File: config.mk
export PLATFORM = sky130hd
export DESIGN_NAME = ir_align_queue
export DESIGN_NICKNAME = d
export VERILOG_FILES = /design/src/rtl/ir_align_pkg.sv /design/src/rtl/ir_align_queue_rotator.sv /design/src/rtl/ir_align_queue.sv
export SDC_FILE = /design/constraint.sdc
export NUM_CORES = 1
export LEC_CHECK = 0
export BUFFER_PORTS_ARGS = -buffer_cell sky130_fd_sc_hd__buf_2
export CAP_MARGIN = 5
export CORE_MARGIN = 2
export CORE_UTILIZATION = 58
export CTS_BUF_LIST = sky130_fd_sc_hd__clkbuf_16
export DETAILED_ROUTE_END_ITERATION = 7
export GPL_TIMING_DRIVEN = 0
export PLACE_DENSITY = 0.88
export SLEW_MARGIN = 25
export SYNTH_ARGS = -nofsm -noshare
export SYNTH_HDL_FRONTEND = slang
export SYNTH_SLANG_ARGS = --single-unit
File: constraint.sdc
create_clock -name clk -period 18.9 [get_ports clk]
set_clock_uncertainty 0.15 [all_clocks]
set_input_delay 0.945 -clock clk [delete_from_list [all_inputs] [get_ports clk]]
set_output_delay 0.945 -clock clk [all_outputs]
set_load 0.005 [all_outputs]
File: src/rtl/ir_align_pkg.sv
// Shared constants, pointer/count types and FSM state encoding for the
// instruction byte queue and aligner.
package ir_align_pkg;

  localparam int LINE_BYTES = 16;
  localparam int BUF_BYTES  = 32;
  localparam int MAX_LEN    = 15;

  localparam int PTR_W     = $clog2(BUF_BYTES);      // head pointer, mod 32
  localparam int CNT_W     = PTR_W + 1;              // 0..32 buffered bytes
  localparam int WIN_CNT_W = $clog2(LINE_BYTES) + 1; // 0..16 window bytes

  typedef logic [PTR_W-1:0] ptr_t;
  typedef logic [CNT_W-1:0] cnt_t;

  typedef enum logic {
    ST_RUN,
    ST_REDIRECT
  } state_e;

endpackage

File: src/rtl/ir_align_queue_rotator.sv
// Combinational 32-byte to 16-byte rotator: picks bytes head..head+15
// (mod 32) out of the buffer and zeroes window bytes at or beyond count.
// Byte 0 of both buffer and window sits in the most significant lane.
module ir_rotator
  import ir_align_pkg::*;
(
  input  logic [8*BUF_BYTES-1:0]  buffer,
  input  ptr_t                    head,
  input  logic [WIN_CNT_W-1:0]    count,
  output logic [8*LINE_BYTES-1:0] window
);

  ptr_t idx;

  // Rotate and mask: one byte mux per window lane, wrap via pointer width.
  always_comb begin
    // NOTE: every variable written here gets a default first, so no path
    // leaves it unassigned and no latch is inferred.
    window = '0;
    idx    = '0;
    for (int i = 0; i < LINE_BYTES; i++) begin
      idx = head + ptr_t'(i);
      if (WIN_CNT_W'(i) < count)
        window[8*(LINE_BYTES-1-i) +: 8] = buffer[8*(BUF_BYTES-1-int'(idx)) +: 8];
    end
  end

endmodule

File: src/rtl/ir_align_queue.sv
// Two-line instruction byte queue and aligner. Holds up to two 16-byte
// fetch lines and presents a window starting at the current instruction.
// Optional feature macro: IR_ALIGN_BYPASS_EN (an accepted line shows up in
// the window in the same cycle when the queue is empty).
module ir_align_queue #(
  parameter int LINE_BYTES = ir_align_pkg::LINE_BYTES,
  parameter int MAX_LEN    = ir_align_pkg::MAX_LEN
) (
  input  logic                    clk,
  input  logic                    rst_n,
  input  logic                    fetch_valid,
  input  logic [8*LINE_BYTES-1:0] fetch_line,
  output logic                    fetch_ready,
  output logic [8*LINE_BYTES-1:0] ir,
  output logic [4:0]              ir_count,
  input  logic                    consume_valid,
  input  logic [3:0]              consume_len,
  input  logic                    redirect,
  input  logic [3:0]              redirect_off,
  output logic                    protocol_err
);

  import ir_align_pkg::BUF_BYTES;
  import ir_align_pkg::PTR_W;
  import ir_align_pkg::ptr_t;
  import ir_align_pkg::cnt_t;
  import ir_align_pkg::state_e;
  import ir_align_pkg::ST_RUN;
  import ir_align_pkg::ST_REDIRECT;

  localparam int LINE_BITS = 8 * LINE_BYTES;

  state_e                 state_q, state_d;
  logic [3:0]             skip_q, skip_d;
  logic [1:0]             slot_v_q, slot_v_d;
  logic                   wr_slot_q, wr_slot_d;
  ptr_t                   head_q, head_d;
  cnt_t                   cnt_q, cnt_d;
  logic                   perr_q, perr_d;
  logic [8*BUF_BYTES-1:0] buf_q;

  logic                   accept;
  logic                   legal;
  cnt_t                   add_cnt;
  ptr_t                   head_acc;
  cnt_t                   cnt_acc;
  logic [8*BUF_BYTES-1:0] view_buf;
  ptr_t                   view_head;
  cnt_t                   view_cnt;

  assign fetch_ready  = ~slot_v_q[wr_slot_q];
  assign accept       = fetch_valid & fetch_ready;
  assign protocol_err = perr_q;

  // Head and count as they stand once this cycle's line is added; a line
  // arriving in REDIRECT drops the bytes before the branch target.
  always_comb begin
    add_cnt  = cnt_t'(LINE_BYTES);
    head_acc = head_q;
    if (state_q == ST_REDIRECT) begin
      add_cnt = cnt_t'(LINE_BYTES) - cnt_t'(skip_q);
      if (accept) head_acc = ptr_t'(skip_q);
    end
    cnt_acc = cnt_q + (accept ? add_cnt : cnt_t'(0));
  end

`ifdef IR_ALIGN_BYPASS_EN
  // Empty queue: show the incoming line through its destination slot now.
  always_comb begin
    view_buf  = buf_q;
    view_head = head_q;
    view_cnt  = cnt_q;
    if (accept && cnt_q == '0) begin
      if (wr_slot_q) view_buf[LINE_BITS-1:0]           = fetch_line;
      else           view_buf[2*LINE_BITS-1:LINE_BITS] = fetch_line;
      view_head = head_acc;
      view_cnt  = cnt_acc;
    end
  end
`else
  // Window always comes from registered state only.
  always_comb begin
    view_buf  = buf_q;
    view_head = head_q;
    view_cnt  = cnt_q;
  end
`endif

  assign ir_count = (view_cnt >= cnt_t'(LINE_BYTES)) ? 5'(LINE_BYTES) : view_cnt[4:0];

  ir_rotator u_rotator (
    .buffer (view_buf),
    .head   (view_head),
    .count  (ir_count),
    .window (ir)
  );

  assign legal = consume_valid && (consume_len != 4'd0) &&
                 (int'(consume_len) <= MAX_LEN) &&
                 ({1'b0, consume_len} <= ir_count);

  // Next-state: redirect wins; otherwise accept then legal consume stack up.
  always_comb begin
    state_d   = state_q;
    skip_d    = skip_q;
    slot_v_d  = slot_v_q;
    wr_slot_d = wr_slot_q;
    head_d    = head_q;
    cnt_d     = cnt_q;
    perr_d    = perr_q;
    if (redirect) begin
      state_d   = ST_REDIRECT;
      skip_d    = redirect_off;
      slot_v_d  = 2'b00;
      wr_slot_d = 1'b0;
      cnt_d     = '0;
    end else begin
      head_d = head_acc;
      cnt_d  = cnt_acc;
      if (accept) begin
        slot_v_d[wr_slot_q] = 1'b1;
        wr_slot_d           = ~wr_slot_q;
        state_d             = ST_RUN;
      end
      if (legal) begin
        head_d = head_acc + ptr_t'(consume_len);
        cnt_d  = cnt_acc - cnt_t'(consume_len);
        // A consume is shorter than a line, so it crosses at most one slot end.
        if (head_d[PTR_W-1] != head_acc[PTR_W-1])
          slot_v_d[head_acc[PTR_W-1]] = 1'b0;
      end else if (consume_valid) begin
        perr_d = 1'b1;
      end
    end
  end

  // Control state register with synchronous reset.
  always_ff @(posedge clk) begin
    // NOTE: non-blocking assignments for all sequential state, so every
    // register samples the pre-edge values regardless of statement order.
    if (!rst_n) begin
      state_q   <= ST_REDIRECT;
      skip_q    <= '0;
      slot_v_q  <= 2'b00;
      wr_slot_q <= 1'b0;
      head_q    <= '0;
      cnt_q     <= '0;
      perr_q    <= 1'b0;
    end else begin
      state_q   <= state_d;
      skip_q    <= skip_d;
      slot_v_q  <= slot_v_d;
      wr_slot_q <= wr_slot_d;
      head_q    <= head_d;
      cnt_q     <= cnt_d;
      perr_q    <= perr_d;
    end
  end

  // Line storage: slot 0 in the upper half, slot 1 in the lower half.
  always_ff @(posedge clk) begin
    // NOTE: the byte buffer is deliberately not reset; cnt masks stale bytes.
    if (rst_n && accept && !redirect) begin
      if (wr_slot_q) buf_q[LINE_BITS-1:0]           <= fetch_line;
      else           buf_q[2*LINE_BITS-1:LINE_BITS] <= fetch_line;
    end
  end

endmodule

==> impl_metrics.csv <==
group,metric,value,unit
job,drv_cap,0,
sta,tightest_slew,1250,ps
yosys,synth_area_leaders,"edfxtp_1, mux4_2, mux2_2",
setup_path,start_kind,"flip-flop",
floorplan,dieWidth,206,um
place,dpl-instance-area,26000,sq um
yosys,yosys_most_used_dff,"edfxtp_1",
floorplan,row_count,74,
finish,multi_input_area,14700,sq um
global_route,grt_use_total,55.4,%
yosys,yosys.cell_types.count,60,
yosys,synth_fa_ha_area_share,1.84,%
setup_path,crit_chain,"buf_4, buf_8, buf_2, buf_4, inv_1, ha_1, buf_4, buf_2, buf_1, mux4_2, mux2_2, o22ai_1, nor3_1, buf_2",
floorplan,start_util,58.5,%
route,drt_wl_total,117000,um
floorplan,die_y,206,um
finish,final_cell_area,26900,sq um
setup_path,worst-path-max-fanout,10,
sta,max-slew-margin-rel,15.7,%
yosys,syn_avg_cell_area,12.9,sq um
route,vias,22400,
clocking,cts_tree,"done",
clocking,cts_buffers,29,
yosys,synth-async-reset-ratio,0,%
finish,syn_to_final_growth,13.5,%
global_route,grt_max_degree,16,
hold_path,hp-class,"flip-flop to flip-flop",
pwr,vdd_drop_max,0.0000884,V
setup_path,end_kind,"primary output",
clocking,clock_latency,610,ps
pwr,leakagePower,0.00999,uW
global_route,antenna_found_initial,2,
sta,period_needed,7220,ps
yosys,ys_seq_elements,276,
clocking,ctsLongestPathBuffers,3,
finish,fillers,2993,
setup_path,cp_num_buf_inv,9,
sta,finalSetupTns,0,ps
yosys,synth_edf_count,256,
sta,period_share,38.2,%
setup_path,max_stage_delay,760,ps
floorplan,core_area,40600,sq um
global_route,grt_pass1_vias,21200,
place,dp_slack,12780,ps
floorplan,die-area,42500,sq um
route,ant_nets,0,
route,detailedRoute.firstIterationViolations,4722,
setup_path,arrival,6120,ps
clocking,root_buffer,"clkbuf_16",
sta,finalHoldViolations,0,
sta,fmax,139,MHz
yosys,synth_xor_area_share,1.64,%
setup_path,critical-path-top-delay-family,"buffers and inverters",
setup_path,path_class,"flip-flop to primary output",
setup_path,crit_slowest_cell,"buf_1",
global_route,overflow,0,
clocking,cts_hold_buf,0,
floorplan,ios,276,
yosys,syn-cell-area,23700,sq um
finish,seqCellArea,8090,sq um
yosys,synth_top_area_share,32.4,%
clocking,clock-sinks,276,
pwr,p_per_area,90.1,nW/um^2
clocking,ctsResizeCount,0,
yosys,synthMuxAreaShare,43.3,%
sta,grt_setup_unrepaired,"no",
route,first_pass_iters,8,
yosys,syn-num-nets,2012,
yosys,syn_inst,1838,
route,via_per_inst,8.20,
route,wl_per_cell,43.1,um
finish,final_nets,2346,
place,dp.final_hpwl,89000,um
global_route,grt_pass1_wl,160000,um
sta,setup_ws,11680,ps
place,portBuffers,273,
sta,holdWs,373,ps
yosys,synthTopCellsByCount,"mux4_2, edfxtp_1, nand2_1",
yosys,yosys_warnings,0,
setup_path,cp.required,17810,ps
yosys,synth_top_family_by_area,"multiplexers",
yosys,synth_compound_area_share,7.61,%
clocking,post_cts_buffers,0,
place,place_congestion,1.20,
sta,drv_slew,0,
finish,drive_above_1_share,42.4,%
clocking,cts.clk_slew.worst_paths,70,ps
yosys,synth_seq_area_share,34.1,%
route,drc,1,
run_status,status,"finished with violations",
clocking,htree_levels,1,
yosys,synth_area_leader_cell,"edfxtp_1",
yosys,synth.most_common_cell,"mux4_2",
sta,finalSetupViolCount,0,
yosys,yosys.area_share.simple,7.51,%
run_status,violations,"DRC",
## cells in the final DEF (no fill, tap or decap), types with 20 or more instances in the layout
master     count
a21oi_1      112
buf_2        323
buf_4         62
clkbuf_1      43
clkbuf_16     29
dfxtp_1       20
edfxtp_1     256
ha_1          30
inv_1         31
mux2_2       133
mux2i_1      116
mux4_2       337
nand2_1      158
nand3_1       62
nor2_1       154
nor3_1        24
o21ai_0       39
o22ai_1       68
xnor2_1       27
## power breakdown
group	switching (uW)	total (uW)	internal, uW
Combinational	731	1170	440
Clock	258	552	294
Sequential	19.6	702	683
Total	1010	2430	1420
## metrics by stage
stage / power (uW) / std cells / util, %
after floorplan: 1380 / 1838 / -
after global placement: 1790 / 2643 / 63.5
after detailed placement: 1800 / 2673 / 64.2
after CTS: 2340 / 2725 / 66.4
after global routing: 2450 / 2726 / 66.4
final: 2430 / 2727 / 66.4
## state kept, by name (all words and copies together), names as in the netlist
register,flops
skip_q,4
head_q,5
protocol_err,1
buf_q,256
cnt_q,6
wr_slot_q,1
slot_v_q,2
state_q,1
## path summary, 6_finish.rpt
check                                               start                         to  slack [ps]  cells after the start
worst max register to register     head_q[0]$_SDFFE_PN0N_     head_q[4]$_SDFFE_PN0N_       14710                     14
worst min register to register  protocol_err$_SDFFE_PN0P_  protocol_err$_SDFFE_PN0P_         370                      2
worst max-delay path               head_q[1]$_SDFFE_PN0N_                      ir[0]       11680                     14
worst min-delay path            protocol_err$_SDFFE_PN0P_  protocol_err$_SDFFE_PN0P_         370                      2
## metal layers
metal | track usage [%] | wire [um] | vias up
met1 | 65.4 | 35900 | 10600
met4 | 45.0 | 13200 | 0
li1 | - | - | 8183
met3 | 29.7 | 22400 | 779
met5 | 0.833 | 0 | -
met2 | 74.3 | 45900 | 2816
## logic make-up (layout without fill, tap and decap cells)
group                      Yosys count  in the layout
AOI/OAI and AO/OA                  297            297
xor gates and xnor gates            41             41
adders and majority gates           33             33
buffers and inverters              178            533
DFF                                276            276
muxes                              587            587
other                                0              2
and+or+nand+nor                    426            426
## final cells by class
| type | count | share of cell area [%] |
|---|---|---|
| clock buffer | 29 | 2.70 |
| multi-input combinational | 1384 | 54.7 |
| inverter | 30 | 0.418 |
| clock inverter | 23 | 0.590 |
| timing repair buffer | 303 | 5.91 |
| sequential | 276 | 30.0 |
| tap | 532 | 2.47 |
| antenna | 2 | 0.0186 |
| buffer | 148 | 3.12 |
## worst min-delay path, delay by kind of cell, from the launching register on
kind	cells	cell delay [ps]
flops	1	340
simple gates	1	100
compound gates	1	50
Note: power is estimated with default switching activity, not from simulation.
